==> src/rtl/mem_responder.sv <==
// Single-port memory responder: clears itself after reset, serves reads with a
// fixed pipeline latency and pulses err for every request it rejects.
module mem_responder #(
  parameter int AW       = 5,
  parameter int DW       = 8,
  parameter int DEPTH    = 32,
  parameter int READ_LAT = 1
) (
  input  logic          clk,
  input  logic          rst_n,
  input  logic          read,
  input  logic          write,
  input  logic [AW-1:0] addr,
  input  logic [DW-1:0] data_in,
  output logic [DW-1:0] data_out,
  output logic          rd_valid,
  output logic          busy,
  output logic          err
);

  typedef enum logic {ST_CLEAR, ST_IDLE} state_t;

  localparam logic [AW-1:0] LAST_ADDR = AW'(DEPTH - 1);
  localparam logic [AW:0]   DEPTH_W   = (AW + 1)'(DEPTH);

  state_t        state_q, state_d;
  logic [AW-1:0] ptr_q, ptr_d;
  logic          busy_q, busy_d;
  logic          err_q, err_d;
  logic          rd_valid_q, rd_valid_d;
  logic [DW-1:0] data_out_q, data_out_d;

  logic [DW-1:0] mem [DEPTH];
  logic          mem_we;
  logic [AW-1:0] mem_waddr;
  logic [DW-1:0] mem_wdata;

  logic [DW-1:0]       pipe_data_q [READ_LAT];
  logic [READ_LAT-1:0] pipe_vld_q, pipe_vld_d;

  logic req, in_range, legal_wr, legal_rd;

  always_comb begin
    req      = read | write;
    in_range = {1'b0, addr} < DEPTH_W;
    legal_wr = (state_q == ST_IDLE) && write && !read && in_range;
    legal_rd = (state_q == ST_IDLE) && read && !write && in_range;
  end

  // The clear sweep and user writes share the one write port.
  always_comb begin
    state_d   = state_q;
    ptr_d     = ptr_q;
    busy_d    = busy_q;
    err_d     = 1'b0;
    mem_we    = 1'b0;
    mem_waddr = addr;
    mem_wdata = data_in;
    case (state_q)
      ST_CLEAR: begin
        mem_we    = 1'b1;
        mem_waddr = ptr_q;
        mem_wdata = '0;
        ptr_d     = ptr_q + 1'b1;
        err_d     = req;
        if (ptr_q == LAST_ADDR) begin
          state_d = ST_IDLE;
          busy_d  = 1'b0;
        end
      end
      default: begin
        mem_we = legal_wr;
        err_d  = req && !(legal_wr || legal_rd);
      end
    endcase
  end

  genvar gi;
  generate
    for (gi = 0; gi < READ_LAT; gi++) begin : g_vld
      if (gi == 0) begin : g_first
        assign pipe_vld_d[gi] = legal_rd;
      end else begin : g_next
        assign pipe_vld_d[gi] = pipe_vld_q[gi-1];
      end
    end
  endgenerate

  always_comb begin
    rd_valid_d = pipe_vld_q[READ_LAT-1];
    data_out_d = rd_valid_d ? pipe_data_q[READ_LAT-1] : data_out_q;
  end

  always_ff @(posedge clk) begin
    if (!rst_n) begin
      state_q    <= ST_CLEAR;
      ptr_q      <= '0;
      busy_q     <= 1'b1;
      err_q      <= 1'b0;
      rd_valid_q <= 1'b0;
      data_out_q <= '0;
      pipe_vld_q <= '0;
    end else begin
      state_q    <= state_d;
      ptr_q      <= ptr_d;
      busy_q     <= busy_d;
      err_q      <= err_d;
      rd_valid_q <= rd_valid_d;
      data_out_q <= data_out_d;
      pipe_vld_q <= pipe_vld_d;
    end
  end

  // Storage and read-data pipeline carry no reset; only the valid bits flush.
  always_ff @(posedge clk) begin
    if (rst_n && mem_we) begin
      mem[mem_waddr] <= mem_wdata;
    end
    if (legal_rd) begin
      pipe_data_q[0] <= mem[addr];
    end
    for (int i = 1; i < READ_LAT; i++) begin
      pipe_data_q[i] <= pipe_data_q[i-1];
    end
  end

  assign data_out = data_out_q;
  assign rd_valid = rd_valid_q;
  assign busy     = busy_q;
  assign err      = err_q;

endmodule

==> config.mk <==
export PLATFORM = sky130hd
export DESIGN_NAME = mem_responder
export DESIGN_NICKNAME = d
export VERILOG_FILES = /design/src/rtl/mem_responder.sv
export SDC_FILE = /design/constraint.sdc
export NUM_CORES = 1
export LEC_CHECK = 0
export ABC_AREA = 1
export CAP_MARGIN = 0
export CORE_MARGIN = 10
export CORE_UTILIZATION = 49
export DETAILED_ROUTE_END_ITERATION = 8
export GPL_ROUTABILITY_DRIVEN = 0
export PLACE_DENSITY = 0.71
export SYNTH_ARGS = -nofsm -noshare
export SYNTH_HDL_FRONTEND = slang
export SYNTH_SLANG_ARGS = --single-unit
==> constraint.sdc <==
create_clock -name clk -period 1.9 [get_ports clk]
set_input_delay 0.19 -clock clk [delete_from_list [all_inputs] [get_ports clk]]
set_output_delay 0.19 -clock clk [all_outputs]
set_load 0.05 [all_outputs]
Word level (Yosys, flattened, before mapping)
Memories as Yosys holds them, arrays and structs flattened. A register that Yosys moved wholly into a read port is not among the register bits.
Index checks and enable logic that the tools add are counted.
{"block": "classes", "muxes": 10, "bitwise_logic": 2, "reduce_logical": 12, "addsub": 1, "n_eq_ne": 1}
{"cell": "$mux 1", "count": 8}
{"cell": "$mux 8", "count": 1}
{"cell": "$logic_and 1x1->1", "count": 6}
{"cell": "$add 5x1->5 const B", "count": 1}
{"cell": "$eq 5x5->1 const B", "count": 1}
{"cell": "$mux 5", "count": 1}
{"cell": "$logic_not 1->1", "count": 4}
{"cell": "$reduce_and 2->1", "count": 1}
{"cell": "$logic_or 1x1->1", "count": 1}
{"cell": "$not 1->1", "count": 1}
{"cell": "$or 1x1->1", "count": 1}
{"block": "word_totals", "memories": 2, "wordCells": 34, "reg_bits": 10, "ramBits": 264}
{"name": "mem", "depth": 32, "word_bits": 8, "rd": 1, "rd_ports_with_merged_regs": 0, "write_ports": 1, "line_no": "33", "source": "logic [DW-1:0] mem [DEPTH];"}
{"name": "pipe_data_q", "depth": 1, "word_bits": 8, "rd": 1, "rd_ports_with_merged_regs": 1, "write_ports": 1, "line_no": "38", "source": "logic [DW-1:0] pipe_data_q [READ_LAT];"}

Longest topological paths before layout
{"block": "logic_depth", "word_depth": 6, "mapped_depth": 11}

Worst setup path before layout
No wires, ideal clock.
{"block": "synth_path", "path_type": "register to register", "startpoint": "register state_q", "endpoint": "memory mem[13][0], enable pin", "path_buffers": 2, "path_stages_with_launch": 8, "arrival_ps": 1411, "setup_time_ps": 370, "path_slack_ps": 119, "cell_sequence": "dfxtp_1 buf_4 buf_2 a21oi_2 inv_1 nor2_2 nand2_2 nor2_1"}
{"block": "synth_via", "elab_chain_len": 6, "word_cells_on_any_way": 7}
{"element": "start, declared", "line_no": "26", "source": "state_t state_q, state_d;"}
{"element": "start signal, assigned", "line_no": "104", "source": "state_q <= state_d;"}
{"element": "$logic_and 1x1->1 (2 in series)", "line_no": "46", "source": "legal_wr = (state_q == ST_IDLE) && write && !read && in_range;"}
{"element": "$mux 1", "line_no": "59", "source": "case (state_q)"}
{"element": "$logic_and 1x1->1", "line_no": "116", "source": "if (rst_n && mem_we) begin"}
{"element": "$mux 1", "line_no": "116"}
{"element": "$mux 1 (not written as such)", "line_no": "117", "source": "mem[mem_waddr] <= mem_wdata;"}
{"element": "end, declared", "line_no": "33"}
Several ways; a longest one is shown, not always the timed one.

Worst setup path after layout
{"block": "layout_path", "startpoint": "register state_q", "endpoint": "memory mem[15][5], enable pin"}
Same word-level chain as after synthesis.

==> results.cfg <==
[routing]
totalWireLength_um = 27800
wl_per_cell_um = 19.1
avgViaCountPerCell = 5.40
drt_iter0_drc = 1044
drt-pass1-iter-count = 6
vias = 7850
drc = 0
drtAntennaViolNets = 0

[clock_tree]
max-clock-path-buffers = 3
htreeDepth = 1
clk_pin_slew_ps = 60
cts_tree = yes
clock-sinks = 282
clkLatencyLatePin_ps = 540
cts-root-buf = clkbuf_16
cts_buffers = 28

[final_layout]
multi_input_area_um2 = 2850
nets = 1133
layout-drive-gt1-share = 0.121
layout.cells.non_filler = 1455
layout.area.seq_um2 = 8290
nFillCells = 1870
final_core_util = 0.583
syn_to_final_growth_pct = 17.8
diodes = 0

[synthesis]
syn_area_per_cell_um2 = 11.1
synth_seq_cells = 282
syn_inst = 1039
netlist_area_um2 = 11600
yosys_warnings = 0
synth.distinct_cells = 23
syn-num-nets = 1058
synth-seq-area-share = 0.717

[floorplanning]
fp.coreArea_um2 = 23300
die_w_um = 174
dieHeight_um = 174
io_pins = 28
initial_core_util = 0.495
rows = 56
die_area_um2 = 30100

[placed_design]
dp_hpwl_um = 17000
dp.cells = 1403
port_buffers = 27
dp_slack_ps = -339

[worst_setup_path]
reg2reg_slack_ps = 5
rr_startpoint = state_q$_SDFF_PN0_
crit_fanout = 19
crit_type = flop to flop
crit_arrival_ps = 2140
reg2reg_depth = 8
worstReg2RegEnd = mem[15][5]$_DFFE_PP_
endpoint_kind = flop
cp.required_ps = 2140
cp-start-kind = flop

[pwr]
p_per_area_nw_per_um2 = 966
irDropWorstVdd_mv = 0.553
power.leakage_nw = 5.29

[timing]
max_freq_mhz = 528
finalSetupViolations = 0
fin_tns_setup_ps = 0
fin_crit_ps = 1890
hold_viol = 0
fin_ws_ps = 5.06
rsz0062_at_grt = yes
clock_skew_ps = 10.5
period_share = 0.997
hold_ws_ps = 295
tightest_slew_ps = 663
relSlewSlack = 0.558
drv_slew = 0

[hold_path]
worstHoldPathCells = 2
hp-start = read
holdPathEnd = err$_SDFF_PN0_
hp-class = primary input to flop

[global_route]
grt_pass1_vias = 7595
overflow = 0
antenna_found_initial = 0
grt_pass1_wl_um = 42800
grt_usage = 0.180
grt_start_max_net_pins = 128

[flow_run]
drv_cap = 0

[status]
status = finished, final reports clean
==> per-stage QoR <==
stage	total power, mW	cell area, um2
4_1_cts	13.2	13600
2_1_floorplan	7.36	11600
3_3_place_gp	7.61	12600
6_report	13.1	13600
3_5_place_dp	7.62	12600
5_1_grt	13.5	13600
==> worst max-delay path by stage <==
| stage | slack (ps) | endpoint | startpoint |
|---|---|---|---|
| 2_1_floorplan | 120 | mem[13][0]$_DFFE_PP_ | state_q$_SDFF_PN0_ |
| 3_3_place_gp | -280 | mem[0][5]$_DFFE_PP_ | write |
| 3_5_place_dp | -340 | mem[4][7]$_DFFE_PP_ | rst_n |
| 4_1_cts | 8 | data_out[0] | data_out[0]$_SDFFE_PN0P_ |
| 5_1_grt | -60 | mem[0][5]$_DFFE_PP_ | state_q$_SDFF_PN0_ |
| 6_report | 5 | mem[15][5]$_DFFE_PP_ | state_q$_SDFF_PN0_ |
==> critical path, stage by stage (launching register included) <==
cell     delay (ps)
dfxtp_1         360
buf_12          160
nand2_1          60
o21ai_1         160
inv_1           100
nor2_1          210
nand2_1         210
nor2_1          160
buf_4           180
==> final cells by class <==
type	count	share of cell area
clock inverters	13	0.0122
inverters	30	0.00837
multi-input cells	670	0.210
clock buffers	39	0.0576
flip-flops and latches	282	0.609
repair buffers	102	0.0737
well taps	319	0.0293
==> cells by family after synthesis <==
| group | synth area share |
|---|---|
| AO/OA/AOI/OAI | 0.0120 |
| adder cells (fa/ha/maj) | 0.00217 |
| buffers and inverters | 0.0374 |
| flip-flops | 0.717 |
| AND/OR/NAND/NOR | 0.231 |
==> sequential cells by signal, summed over array words and instances (netlist names) <==
signal       cells
mem            256
data_out         8
pipe_data_q      8
ptr_q            5
busy             1
err              1
pipe_vld_q       1
rd_valid         1
state_q          1
==> where the power goes <==
group | switching [mW] | internal [mW]
Clock | 2.23 | 3.41
Combinational | 0.505 | 0.249
Sequential | 0.0133 | 6.74
==> cell usage in the layout (no fill, tap or decap), types with 2 or more instances in the layout <==
cell,instances
clkdlybuf4s50_1,19
dlymetal6s2s_1,6
nor2_2,4
inv_2,3
o21ai_1,2
nand2_1,382
bufinv_16,4
o21ai_2,2
dfxtp_1,18
clkbuf_8,2
clkinv_2,8
nand3_1,193
clkbuf_1,8
edfxtp_1,264
clkbuf_16,29
a21oi_1,5
nand2_2,4
a21oi_2,3
ha_1,2
o21ai_0,12
nor2_1,55
inv_1,26
nor3_1,4
buf_12,13
buf_4,63
==> cell usage after synthesis, drive strengths merged <==
cell | n | share of area
nand2 | 386 | 0.13
edfxtp | 264 | 0.69
nand3 | 193 | 0.084
nor2 | 59 | 0.019
buf | 47 | 0.024
inv | 30 | 0.0097
dfxtp | 18 | 0.031
o21ai | 16 | 0.0073
clkbuf | 10 | 0.0032
a21oi | 8 | 0.0041
nor3 | 4 | 0.0017
ha | 2 | 0.0022
nor4 | 1 | 0.00054
o21a | 1 | 0.00065
==> routing by layer <==
layer	vias up	global-route usage	part of all wire
met1	3680	0.242	0.42
met4	0	0.0661	0.031
met3	66	0.0307	0.095
met2	396	0.287	0.46
li1	3708	-	-
met5	-	0	0
==> what timing repair did <==
action                                  4_1_cts  5_1_grt
gates resized for setup                       2       12
endpoints found under the hold margin         0        0
hold buffers                                  0        0
buffers inserted                              0        0
endpoints found under the setup margin       73      262
pin swaps                                     0        0
No activity file was read; power rests on OpenSTA's default activity.
